## src/rtl/llc_mem_responder.sv

```systemverilog
// Memory-side responder for the LLC fill/write-back channel: serializes one cache line
// into word beats on a command/data memory port and gathers fill beats back into a line.
module llc_mem_responder #(
    parameter int ADDR_BITS      = 32,
    parameter int WORD_BITS      = 64,
    parameter int WORDS_PER_LINE = 2,
    parameter int LINE_ADDR_BITS = 28
) (
    input  logic                                clk,
    input  logic                                rst,
    input  logic                                llc_mem_req_valid,
    output logic                                llc_mem_req_ready,
    input  logic                                llc_mem_req_hwrite,
    input  logic [1:0]                          llc_mem_req_hprot,
    input  logic [LINE_ADDR_BITS-1:0]           llc_mem_req_addr,
    input  logic [WORDS_PER_LINE*WORD_BITS-1:0] llc_mem_req_line,
    output logic                                llc_mem_rsp_valid,
    input  logic                                llc_mem_rsp_ready,
    output logic [WORDS_PER_LINE*WORD_BITS-1:0] llc_mem_rsp_line,
    output logic                                mem_cmd_valid,
    input  logic                                mem_cmd_ready,
    output logic                                mem_cmd_write,
    output logic [1:0]                          mem_cmd_hprot,
    output logic [ADDR_BITS-1:0]                mem_cmd_addr,
    output logic [WORD_BITS-1:0]                mem_cmd_wdata,
    input  logic                                mem_rdata_valid,
    input  logic [WORD_BITS-1:0]                mem_rdata,
    output logic [2:0]                          dbg_state_o
);

    localparam int LINE_BITS = WORDS_PER_LINE * WORD_BITS;
    localparam int BEAT_BITS = $clog2(WORDS_PER_LINE);
    localparam int OFF_BITS  = $clog2(WORD_BITS / 8);
    localparam logic [BEAT_BITS-1:0] LAST_BEAT = BEAT_BITS'(WORDS_PER_LINE - 1);

    // Handshakes: a transfer happens on a rising clk edge where valid and ready are both 1;
    // valid never depends combinationally on ready, and payload holds while valid waits.
    typedef enum logic [2:0] {
        IDLE    = 3'd0,
        WR_BEAT = 3'd1,
        RD_CMD  = 3'd2,
        RD_DATA = 3'd3,
        RSP     = 3'd4
    } state_e;

    state_e                      state_q, state_d;
    logic [BEAT_BITS-1:0]        beat_q, beat_d;
    logic [LINE_ADDR_BITS-1:0]   addr_q, addr_d;
    logic [1:0]                  hprot_q, hprot_d;
    logic [LINE_BITS-1:0]        wline_q, wline_d;
    logic [LINE_BITS-1:0]        fill_q, fill_d;

    always_ff @(posedge clk or negedge rst) begin
        if (!rst) begin
            state_q <= IDLE;
            beat_q  <= '0;
            addr_q  <= '0;
            hprot_q <= '0;
            wline_q <= '0;
            fill_q  <= '0;
        end else begin
            state_q <= state_d;
            beat_q  <= beat_d;
            addr_q  <= addr_d;
            hprot_q <= hprot_d;
            wline_q <= wline_d;
            fill_q  <= fill_d;
        end
    end

    always_comb begin
        state_d = state_q;
        beat_d  = beat_q;
        addr_d  = addr_q;
        hprot_d = hprot_q;
        wline_d = wline_q;
        fill_d  = fill_q;
        case (state_q)
            IDLE: begin
                if (llc_mem_req_valid) begin
                    addr_d  = llc_mem_req_addr;
                    hprot_d = llc_mem_req_hprot;
                    wline_d = llc_mem_req_line;
                    beat_d  = '0;
                    state_d = llc_mem_req_hwrite ? WR_BEAT : RD_CMD;
                end
            end
            WR_BEAT: begin
                if (mem_cmd_ready) begin
                    beat_d = beat_q + BEAT_BITS'(1);
                    if (beat_q == LAST_BEAT) state_d = IDLE;
                end
            end
            RD_CMD: begin
                if (mem_cmd_ready) state_d = RD_DATA;
            end
            RD_DATA: begin
                // Read data is accepted only here; beats arriving in any other state are dropped.
                if (mem_rdata_valid) begin
                    fill_d[int'(beat_q)*WORD_BITS +: WORD_BITS] = mem_rdata;
                    beat_d  = beat_q + BEAT_BITS'(1);
                    state_d = (beat_q == LAST_BEAT) ? RSP : RD_CMD;
                end
            end
            RSP: begin
                if (llc_mem_rsp_ready) state_d = IDLE;
            end
            default: state_d = IDLE;
        endcase
    end

    // Every output is a decode of registered state, so nothing flows straight from an input.
    assign llc_mem_req_ready = (state_q == IDLE);
    assign llc_mem_rsp_valid = (state_q == RSP);
    assign llc_mem_rsp_line  = fill_q;
    assign mem_cmd_valid     = (state_q == WR_BEAT) || (state_q == RD_CMD);
    assign mem_cmd_write     = (state_q == WR_BEAT);
    assign mem_cmd_hprot     = hprot_q;
    assign mem_cmd_addr      = ADDR_BITS'({addr_q, beat_q, {OFF_BITS{1'b0}}});
    assign mem_cmd_wdata     = wline_q[int'(beat_q)*WORD_BITS +: WORD_BITS];
    assign dbg_state_o       = state_q;

endmodule

```

## config.mk

```make
export PLATFORM = sky130hd
export DESIGN_NAME = llc_mem_responder
export DESIGN_NICKNAME = d
export VERILOG_FILES = /design/src/rtl/llc_mem_responder.sv
export SDC_FILE = /design/constraint.sdc
export NUM_CORES = 1
export LEC_CHECK = 0
export BUFFER_PORTS_ARGS = -buffer_cell sky130_fd_sc_hd__buf_4
export CAP_MARGIN = 0
export CORE_AREA = 2 2 177 179
export DETAILED_ROUTE_END_ITERATION = 7
export DIE_AREA = 0 0 179 181
export GPL_ROUTABILITY_DRIVEN = 0
export PLACE_DENSITY = 0.66
export SLEW_MARGIN = 20
export SYNTH_ARGS = -nofsm -noshare
export SYNTH_HDL_FRONTEND = slang
export SYNTH_SLANG_ARGS = --single-unit
```

## constraint.sdc

```tcl
create_clock -name clk -period 2.2 [get_ports clk]
set_clock_uncertainty 0.1 [all_clocks]
set_input_delay 0.33 -clock clk [delete_from_list [all_inputs] [get_ports clk]]
set_output_delay 0.33 -clock clk [all_outputs]
set_load 0.03 [all_outputs]
```

==> key figures, run 1 <==
Detailed routing
  – Total Wirelength: 35360 um
  – Wire per inst: 19.25 um
  – Vias per cell: 4.728
  – Routed vias: 8685
  – Remaining DRCs: 0
  – Antenna-violating nets left: 0
  – First-pass DRT Iterations: 4
  – 1st-iter DRT viols: 286

Setup path
  – Setup CP Type: flip-flop to primary output
  – CP max FO: 26
  – Worst Setup Start Kind: flip-flop
  – Worst Path Buf+Inv: 2
  – Worst Path Arrival: 1.82 ns
  – CP delay by family, top: flip-flops
  – Max incr delay on CP: 0.49 ns
  – Slowest library cell on the worst path: dfrtp_4
  – CP required: 1.77 ns
  – CP endpoint kind: primary output
  – CP cell instances: buf_12, mux2_2, buf_4
  – R2R setup slack: 0.21 ns

Layout
  – Most common cell after layout, fill and taps aside: buf_4
  – Synthesis-to-layout area growth: 64.20%
  – Final Net Count: 1642
  – Final cell count without fillers: 1837
  – Most frequent cells in the layout: 440 x buf_4, 343 x mux2_2, 289 x dfrtp_1
  – Layout cells sized above 1: 0.6153
  – Fill count: 2207

Power
  – Leakage: 8.824 nW
  – Gate power share: 0.526
  – Clock share of power: 0.166
  – Switching power: 12.45 mW
  – VDD IR-drop max: 0.9236 mV
  – Sw frac: 0.3989
  – Internal Power: 18.77 mW
  – Sequential group share of total power: 0.308
  – Cell Pwr Density: 1628 mW/mm2

STA
  – Final worst path period share: 1.022
  – Final setup violation count: 54
  – Final hold viol count: 0
  – Max Slew Vio Count: 0
  – RSZ-0062 raised after global routing: yes
  – Fmax: 444.9 MHz
  – WHS: 0.06507 ns
  – Min Tclk post-route: 2.248 ns
  – Final worst setup slack: -0.04792 ns
  – Setup TNS: -1.278 ns

CTS
  – Clk slew on worst S/H paths: 0.06 ns
  – CTS Buffer Depth: 3
  – CTS tree: done
  – Clock buffer count from CTS: 31
  – Clock sinks: 290
  – CTS H-Tree Depth: 1
  – Clk_lat worst skew: 0.54 ns
  – Root Buffer: clkbuf_16

Synth
  – Synth Flop Type: dfrtp_1
  – Yosys warns: 0
  – Post-synth EDFFs: 0
  – Async S/R FF share, synth: 1.000
  – Post-synthesis cell type count: 32
  – Syn Inst Count: 717
  – Synth Register Bits: 290
  – Synthesized area per cell: 16.29 um2
  – Seq/Total Area, Yosys: 0.6214
  – Mapped Area: 0.01168 mm2

Placement
  – Placed insts: 1550
  – Dpl hpwl: 23600 um
  – Pre-CTS setup slack: 0.2689 ns
  – I/O Buffers: 458

Die
  – Core ar.: 0.03035 mm2
  – Area of the die: 0.03240 mm2
  – Initial Utilization: 0.3848
  – I/O pins: 462
  – Row count: 64
  – Die X: 179 um
  – Die Ht: 181 um

Global routing
  – Vias in the first global route: 9589
  – Global-route wire length before repair: 53160 um
  – Largest net degree at the start of global routing: 71
  – Initial antenna violation count: 5
  – Grt total ovfl: 0
  – GRT Overall Usage: 0.2098

Worst hold path
  – Hold Crit Class: input pin to flip-flop

Outcome
  – Status: complete, but fails checks
  – Failing checks: setup timing

Run
  – Max-cap viol count: 0
## state kept, by name (all words and copies together), names as in the netlist
| name | count |
|---|---|
| mem_cmd_hprot | 2 |
| beat_q | 1 |
| addr_q | 28 |
| wline_q | 128 |
| llc_mem_rsp_line | 128 |
| dbg_state_o | 3 |
## kinds of logic after synthesis
| family | Yosys count | synth area share |
|---|---|---|
| compound gates | 11 | 0.006964 |
| xor+xnor | 1 | 0.0007501 |
| buf+inv | 49 | 0.02368 |
| flops | 290 | 0.6214 |
| mux | 352 | 0.3393 |
| other cells | 1 | 0.0003211 |
| simple gates | 13 | 0.007607 |
## final timing paths
path,depth (start not counted),startpoint,endpoint
setup / recovery,3,beat_q$_DFFE_PN0P_,mem_cmd_wdata[8]
hold / removal,4,mem_rdata_valid,dbg_state_o[1]$_DFFE_PN0P_
setup reg to reg,4,beat_q$_DFFE_PN0P_,llc_mem_rsp_line[66]$_DFFE_PN0P_
hold reg to reg,1,llc_mem_rsp_line[11]$_DFFE_PN0P_,llc_mem_rsp_line[11]$_DFFE_PN0P_
max in group asynchronous,4,rst,llc_mem_rsp_line[117]$_DFFE_PN0P_
min in group asynchronous,2,rst,addr_q[10]$_DFFE_PN0P_
## power groups by stage
stage	Sequential, mW	Combinational (mW)	Clock (mW)
after floorplan	12.2	7.04	0
after global placement	9.51	15.5	0
after detailed placement	9.62	15.6	0
after CTS	9.55	16.1	5.32
after global routing	9.93	17.3	5.54
final	9.62	16.4	5.17
## worst reg2reg max path: cells and delay by family (launching register included)
kind / cells / cell delay [ns]
buffers and inverters: 2 / 0.57
DFF: 1 / 0.54
muxes: 1 / 0.42
and+or+nand+nor: 1 / 0.23
## Yosys cell counts (2+ instances only)
cell,count,area [um2]
buf_6,5,56.30
o21ai_0,2,10.01
mux2_2,345,3885
buf_2,23,115.1
inv_1,3,11.26
buf_4,7,52.55
buf_1,2,7.510
clkbuf_1,9,33.78
a31oi_1,2,12.51
mux2_1,6,67.56
dfrtp_1,290,7257
nand3_1,2,10.01
nor3_1,2,10.01
## layer usage
metal | share of wire | up-vias | GRT usage
met4 | 0.035 | 0 | 0.07285
met3 | 0.084 | 68 | 0.06376
li1 | - | 3965 | -
met5 | 0 | - | 0
met1 | 0.36 | 4296 | 0.2322
met2 | 0.52 | 356 | 0.3772
## final cells by class
| cell class | count | area (um2) | share of cell area |
|---|---|---|---|
| Timing Repair Buffer | 707 | 6195 | 0.3230 |
| Clock inverter | 11 | 136.4 | 0.007112 |
| Tap cell | 396 | 495.5 | 0.02584 |
| Antenna cell | 6 | 15.01 | 0.0007830 |
| Inverter | 3 | 11.26 | 0.0005872 |
| Multi-Input combinational cell | 380 | 4188 | 0.2184 |
| Sequential cell | 290 | 7261 | 0.3786 |
| Clock buffer | 44 | 874.6 | 0.04561 |
## stage by stage
stage	power (mW)	util	area, um2
2_1_floorplan	19.26	-	11690
3_3_place_gp	25.00	0.5189	15750
3_5_place_dp	25.26	0.5189	15750
4_1_cts	30.93	0.6267	19020
5_1_grt	32.75	0.6318	19170
6_report	31.22	0.6318	19180
## what timing repair did
action | CTS | global route
endpoints found under the setup margin | 64 | 65
resized for setup | 4 | 28
gates cloned | 0 | 1
hold buffers | 224 | 0
setup buffers | 0 | 1
endpoints found under the hold margin | 416 | 0
No activity file was read; power rests on OpenSTA's default activity.
==> run 2: changes to the inputs <==
==> constraint.sdc (replaced) <==
create_clock -name clk -period 2.2 [get_ports clk]
set_clock_uncertainty 0.1 [all_clocks]
set_input_delay 0 -clock clk [delete_from_list [all_inputs] [get_ports clk]]
set_output_delay 0 -clock clk [all_outputs]
set_load 0.03 [all_outputs]
==> run 2 against run 1 <==
Compared with the run above:
- the flow now finishes without violations
- die area stayed put
- critical path depth unchanged
- sequential power about the same
- final cell count grew 0.22%
- count of clock-buffer cells in the layout is 3 higher
- register-to-register slack got worse by 0.07 ns
- utilization decreased by 0.36 points
- critical endpoint is now mem_cmd_wdata[46]
- highest routed layer unchanged
==> key figures, run 2 (same netlist as run 1, synthesis figures left out) <==
Layout
  – Most frequent cells in the layout: 468 x buf_4, 345 x mux2_2, 289 x dfrtp_1
  – Fin area: 0.01907 mm2 (-0.57%)
  – Final core utilization: 0.6283 (-0.003587)
  – Most common cell after layout, fill and taps aside: buf_4
  – Synthesis-to-layout area growth: 63.26%
  – Layout cells sized above 1: 0.6103 (-0.005067)
  – Final Net Count: 1651 (+0.55%)
  – Fill count: 2230 (+1.0%)

Outcome
  – Status: finished clean

Power
  – Gate power share: 0.527 (about the same)
  – Final Total Pwr: 30.62 mW (-1.9%)
  – Switching power: 12.30 mW (-1.3%)
  – Sequential group share of total power: 0.313 (+0.005)
  – Clock share of power: 0.160 (-0.006)
  – Leakage: 8.791 nW (-0.37%)
  – Sw frac: 0.4017 (+0.002804)
  – VDD IR-drop max: 1.022 mV (+11%)
  – Cell Pwr Density: 1606 mW/mm2 (-1.4%)
  – Internal Power: 18.32 mW (-2.4%)

Setup path
  – Setup CP Type: flip-flop to primary output
  – R2R setup slack: 0.14 ns (-0.07 ns)
  – Worst Setup Start Kind: flip-flop
  – CP endpoint kind: primary output
  – Reg2Reg Depth: 4 (unchanged)
  – CP required: 2.10 ns (+0.33 ns)
  – FF-to-FF Start: dbg_state_o[0]$_DFFE_PN0P_
  – FF-to-FF End: dbg_state_o[2]$_DFFE_PN0P_
  – CP max FO: 31 (+19%)
  – Worst Path Arrival: 1.97 ns (+0.15 ns)

Die
  – Die X: 179 um (unchanged)
  – Area of the die: 0.03240 mm2 (unchanged)
  – Initial Utilization: 0.3848 (unchanged)
  – Die Ht: 181 um (unchanged)
  – Core ar.: 0.03035 mm2 (unchanged)
  – Row count: 64 (unchanged)
  – I/O pins: 462 (unchanged)

Detailed routing
  – Antenna-violating nets left: 0 (unchanged)
  – Total Wirelength: 34540 um (-2.3%)
  – Routed vias: 8705 (+0.23%)
  – Vias per cell: 4.728 (about the same)
  – 1st-iter DRT viols: 296 (+3.5%)
  – Remaining DRCs: 0 (unchanged)
  – Wire per inst: 18.76 um (-2.5%)
  – First-pass DRT Iterations: 4 (unchanged)

STA
  – Relative slew slack: 0.6378
  – Min Tclk post-route: 2.073 ns (-0.1753 ns)
  – RSZ-0062 raised after global routing: no
  – Final hold viol count: 0 (unchanged)
  – Worst-margin pin slew: 0.5434 ns
  – Final worst path period share: 0.9421 (-0.07969)
  – Fmax: 482.5 MHz (+8.5%)
  – Max Slew Vio Count: 0 (unchanged)
  – Setup TNS: 0 ns (+1.278 ns)
  – Final setup violation count: 0 (-100%)

Placement
  – I/O Buffers: 458 (unchanged)
  – Dpl hpwl: 23410 um (-0.81%)
  – Area after DPL: 0.01573 mm2 (-0.11%)

CTS
  – Clk slew on worst S/H paths: 0.06 ns (about the same)
  – CTS Buffer Depth: 3 (unchanged)
  – Clk_lat worst skew: 0.55 ns (about the same)
  – CTS H-Tree Depth: 1 (unchanged)
  – CTS tree: done
  – Clock buffer count from CTS: 31 (unchanged)
  – Root Buffer: clkbuf_16
  – Clock sinks: 290 (unchanged)

Worst hold path
  – Hold Crit Class: input pin to flip-flop
  – Worst Hold Depth: 3 (-1)
  – Hold endpoint: wline_q[27]$_DFFE_PN0P_
  – Min-delay src: llc_mem_req_line[27]

Run
  – Max-cap viol count: 0 (unchanged)

Global routing
  – Grt total ovfl: 0 (unchanged)
  – Global-route wire length before repair: 53460 um (+0.57%)
  – Vias in the first global route: 9683 (+0.98%)
  – Largest net degree at the start of global routing: 65 (-8.5%)
  – Initial antenna violation count: 2 (-3)
  – GRT Overall Usage: 0.2099 (about the same)
-- run 2: changes by cell type in the layout (fill, tap and decap cells not counted), sizes merged --
| cell | before | now |
|---|---|---|
| clkbuf | 45 | 47 |
| inv | 4 | 3 |
| diode | 6 | 3 |
| bufbuf | 0 | 1 |
| bufinv | 3 | 0 |
| clkinv | 6 | 4 |
| dlygate4sd3 | 224 | 232 |
| buf | 482 | 483 |
| clkinvlp | 1 | 2 |
-- run 2: how the worst max path moves through the flow --
stage / depth (start not counted) / end / start / slack, ns
floorplan: 5 / wline_q[101]$_DFFE_PN0P_ / dbg_state_o[2]$_DFFE_PN0P_ / 0.12
global placement: 4 / wline_q[78]$_DFFE_PN0P_ / dbg_state_o[1]$_DFFE_PN0P_ / 0.35
detailed placement: 4 / addr_q[17]$_DFFE_PN0P_ / dbg_state_o[1]$_DFFE_PN0P_ / 0.33
CTS: 3 / mem_cmd_wdata[40] / beat_q$_DFFE_PN0P_ / 0.08
global route: 3 / mem_cmd_wdata[13] / beat_q$_DFFE_PN0P_ / 0.06
finish: 3 / mem_cmd_wdata[46] / beat_q$_DFFE_PN0P_ / 0.13
-- run 2: critical path: stages (launching register included) --
cell and delay (ns):
dfrtp_4 0.48, bufbuf_16 0.38, mux2_2 0.37, buf_4 0.17
-- run 2: power by group through the flow --
stage	clock (mW)	sequential, mW	combinational (mW)
4_1_cts	5.04	9.55	16.2
2_1_floorplan	0	12.2	7.03
5_1_grt	5.26	9.92	17.0
3_5_place_dp	0	9.65	15.6
6_report	4.91	9.59	16.1
3_3_place_gp	0	9.53	15.5
-- run 2: area by class of cell --
cell class	count	area, um2	share of cell area
well taps	396	495.5	0.02599
diodes	3	7.507	0.0003937
flip-flops and latches	290	7261	0.3808
inverters	3	11.26	0.0005906
multi-input cells	380	4170	0.2187
repair buffers	716	6171	0.3236
clock inverters	6	35.03	0.001837
clock buffers	47	915.9	0.04803
-- run 2: through the flow --
| step | hold WS, ns | setup WS, ns | std cells |
|---|---|---|---|
| final | 0.1135 | 0.1274 | 1841 |
| after CTS | 0.08427 | 0.07630 | 1838 |
| after detailed placement | -0.09481 | 0.3346 | 1550 |
| after global routing | 0.1117 | 0.06166 | 1840 |
| after global placement | -0.09542 | 0.3500 | 1550 |
| after floorplan | -0.3956 | 0.1174 | 719 |
-- run 2: repair_timing --
action / 4_1_cts / 5_1_grt
hold endpoints to repair: 580 / 0
hold buffers: 232 / 0
buffers inserted: 2 / 0
setup endpoints to repair: 43 / 0
gates resized for setup: 1 / 0
-- run 2: metal layers --
metal,share of wire,up-vias,global-route usage
met2,0.50,341,0.3680
met1,0.38,4329,0.2451
met3,0.081,69,0.05934
met4,0.035,0,0.06959
li1,-,3966,-
met5,0,-,0
==> run 3: changes to the inputs <==
--- a/config.mk
+++ b/config.mk
@@ -7,11 +7,13 @@
 export LEC_CHECK = 0
 export BUFFER_PORTS_ARGS = -buffer_cell sky130_fd_sc_hd__buf_4
 export CAP_MARGIN = 0
-export CORE_AREA = 2 2 177 179
+export CORE_AREA = 2 2 182 184
 export DETAILED_ROUTE_END_ITERATION = 7
-export DIE_AREA = 0 0 179 181
+export DIE_AREA = 0 0 184 186
 export GPL_ROUTABILITY_DRIVEN = 0
-export PLACE_DENSITY = 0.66
+export HOLD_SLACK_MARGIN = 0.06
+export PLACE_DENSITY = 0.65
+export RECOVER_POWER = 100
 export SLEW_MARGIN = 20
 export SYNTH_ARGS = -nofsm -noshare
 export SYNTH_HDL_FRONTEND = slang
==> constraint.sdc (replaced) <==
create_clock -name clk -period 1.8 [get_ports clk]
set_clock_uncertainty 0.1 [all_clocks]
set_input_delay 0 -clock clk [delete_from_list [all_inputs] [get_ports clk]]
set_output_delay 0 -clock clk [all_outputs]
set_load 0.03 [all_outputs]
==> run 3 against run 2 <==
Compared with the run above:
- the run now ends with setup timing left
- via count is 3.9% higher
- total power is 30% higher
- worst hold slack worse by 0.030 ns
- combinational power is 34% higher
- non-clock buffer count is 51 higher
- sequential share of layout area is 2.0 points lower
- final cell count is 3.7% higher
- critical endpoint is now mem_cmd_wdata[16]
==> key figures, run 3 (same netlist as run 1, synthesis figures left out) <==
Outcome
  – Status: complete, but fails checks
  – Failing checks: setup timing

CTS
  – Clock buffer count from CTS: 31 (unchanged)
  – Root Buffer: clkbuf_16
  – CTS H-Tree Depth: 1 (unchanged)
  – Clk slew on worst S/H paths: 0.06 ns (about the same)
  – CTS Buffer Depth: 3 (unchanged)
  – Clock sinks: 290 (unchanged)
  – CTS tree: done
  – Clk_lat worst skew: 0.54 ns (about the same)

Global routing
  – Largest net degree at the start of global routing: 56 (-14%)
  – Initial antenna violation count: 5 (+3)
  – Grt total ovfl: 0 (unchanged)
  – Global-route wire length before repair: 54250 um (+1.5%)
  – GRT Overall Usage: 0.2037 (-0.006219)
  – Vias in the first global route: 9610 (-0.75%)

Layout
  – Layout cells sized above 1: 0.5247 (-0.08553)
  – Synthesis-to-layout area growth: 72.26%
  – Fin area: 0.02012 mm2 (+5.5%)
  – Most frequent cells in the layout: 287 x dfrtp_1, 276 x buf_4, 229 x dlygate4sd3_1
  – Final Net Count: 1702 (+3.1%)
  – Most common cell after layout, fill and taps aside: dfrtp_1

STA
  – Relative slew slack: 0.4290 (-0.2087)
  – Final worst path period share: 1.096
  – WHS: 0.08399 ns (-0.02956 ns)
  – Final worst setup slack: -0.1721 ns (-0.2995 ns)
  – Final hold viol count: 0 (unchanged)
  – Fmax: 507.1 MHz
  – RSZ-0062 raised after global routing: yes
  – Worst-margin pin slew: 0.8565 ns (+0.3131 ns)
  – Max Slew Vio Count: 0 (unchanged)
  – Final setup violation count: 301 (+301)
  – Min Tclk post-route: 1.972 ns

Setup path
  – Max incr delay on CP: 0.56 ns (+0.08 ns)
  – Worst Setup Start Kind: flip-flop
  – CP max FO: 5 (-84%)
  – CP endpoint kind: primary output
  – CP cell instances: buf_16, clkbuf_16, mux2_2, buf_6
  – CP delay by family, top: flip-flops
  – Worst Path Arrival: 1.87 ns (-0.10 ns)
  – CP required: 1.70 ns (-0.40 ns)
  – Worst Path Buf+Inv: 3 (+1)
  – Setup CP Type: flip-flop to primary output
  – Slowest library cell on the worst path: dfrtp_4

Detailed routing
  – 1st-iter DRT viols: 289 (-2.4%)
  – First-pass DRT Iterations: 4 (unchanged)
  – Total Wirelength: 40070 um (+16%)
  – Remaining DRCs: 0 (unchanged)
  – Wire per inst: 20.98 um (+12%)
  – Routed vias: 9048 (+3.9%)
  – Vias per cell: 4.737 (+0.19%)
  – Antenna-violating nets left: 0 (unchanged)

Run
  – Max-cap viol count: 0 (unchanged)

Power
  – Gate power share: 0.541 (+0.014)
  – Leakage: 9.173 nW (+4.4%)
  – VDD IR-drop max: 1.168 mV (+14%)
  – Sw frac: 0.4050 (+0.003348)
  – Switching power: 16.17 mW (+31%)
  – Cell Pwr Density: 1984 mW/mm2 (+24%)
  – Clock share of power: 0.162 (+0.002)
  – Internal Power: 23.75 mW (+30%)
  – Sequential group share of total power: 0.298 (-0.015)

Die
  – Area of the die: 0.03422 mm2 (+5.6%)
  – Initial Utilization: 0.3626 (-0.02219)
  – Die X: 184 um (+2.8%)
  – Core ar.: 0.03221 mm2 (+6.1%)
  – I/O pins: 462 (unchanged)
  – Die Ht: 186 um (+2.8%)
  – Row count: 66 (+3.1%)

Worst hold path
  – Hold Crit Class: input pin to flip-flop

Placement
  – Area after DPL: 0.01594 mm2 (+1.3%)
  – Dpl hpwl: 24240 um (+3.5%)
  – I/O Buffers: 458 (unchanged)
## run 3: cell count changes in the layout (fill, tap and decap cells not counted), sizes merged
cell         before  now
clkinvlp          2    1
clkinv            4    6
diode             3    6
bufbuf            1    0
buf             483  355
clkbuf           47  230
bufinv            0    2
dlygate4sd3     232  229
## run 3: per-layer routing
layer  global-route usage  up-vias  wire, um
met2               0.3675      361     20770
met4              0.06528        0       963
met1               0.2340     4538     15460
met5                    0        -         0
li1                     -     4086         -
met3              0.05615       63      2875
## run 3: tightest hold or removal path: cells and delay by family
family	cells	cell delay (ns)
AOI/OAI and AO/OA	1	0.05
buffers and inverters	2	0.64
## run 3: area by class of cell
type / instances / area (um2)
antenna: 6 / 15.01
clock buffer: 47 / 935.9
clock inverter: 9 / 101.3
fill: 2421 / 12090
inverter: 3 / 11.26
multi-input combinational: 380 / 4678
sequential: 290 / 7263
tap: 408 / 510.5
timing repair buffer: 767 / 6603
## run 3: final timing paths
path,startpoint,to,slack [ns],cells after the start
setup / recovery,beat_q$_DFFE_PN0P_,mem_cmd_wdata[16],-0.17,4
hold / removal,llc_mem_rsp_ready,dbg_state_o[2]$_DFFE_PN0P_,0.08,3
setup reg to reg,dbg_state_o[2]$_DFFE_PN0P_,wline_q[85]$_DFFE_PN0P_,-0.11,6
hold reg to reg,llc_mem_rsp_line[13]$_DFFE_PN0P_,llc_mem_rsp_line[13]$_DFFE_PN0P_,0.39,1
max in group asynchronous,rst,llc_mem_rsp_line[110]$_DFFE_PN0P_,0.14,4
min in group asynchronous,rst,addr_q[3]$_DFFE_PN0P_,0.57,3
## run 3: power groups by stage
stage               clock [mW]  combinational (mW)  sequential, mW
finish                    6.46                21.6            11.9
global route              6.84                22.6            12.2
CTS                       6.59                20.4            11.7
detailed placement           0                19.3            11.7
global placement             0                19.1            11.6
floorplan                    0                8.72            15.0
## run 3: what timing repair did
item                                    CTS  global route
resized for setup                        28           175
buffers inserted                          7            12
hold endpoints to repair                580             0
hold buffers                            229             0
pin swaps                                 0             2
gates cloned                              2            23
endpoints found under the setup margin   65           279
## run 3: per-stage QoR
step	TNS [ns]	setup WS (ns)	util	instances	power [mW]
floorplan	-4.884	-0.06932	-	719	23.67
global placement	0	0.06313	0.4949	1576	30.69
detailed placement	0	0.04666	0.4949	1576	31.02
CTS	-17.84	-0.2150	0.6056	1870	38.72
global route	-41.52	-0.2437	0.6246	1909	41.65
finish	-17.61	-0.1721	0.6247	1910	39.92
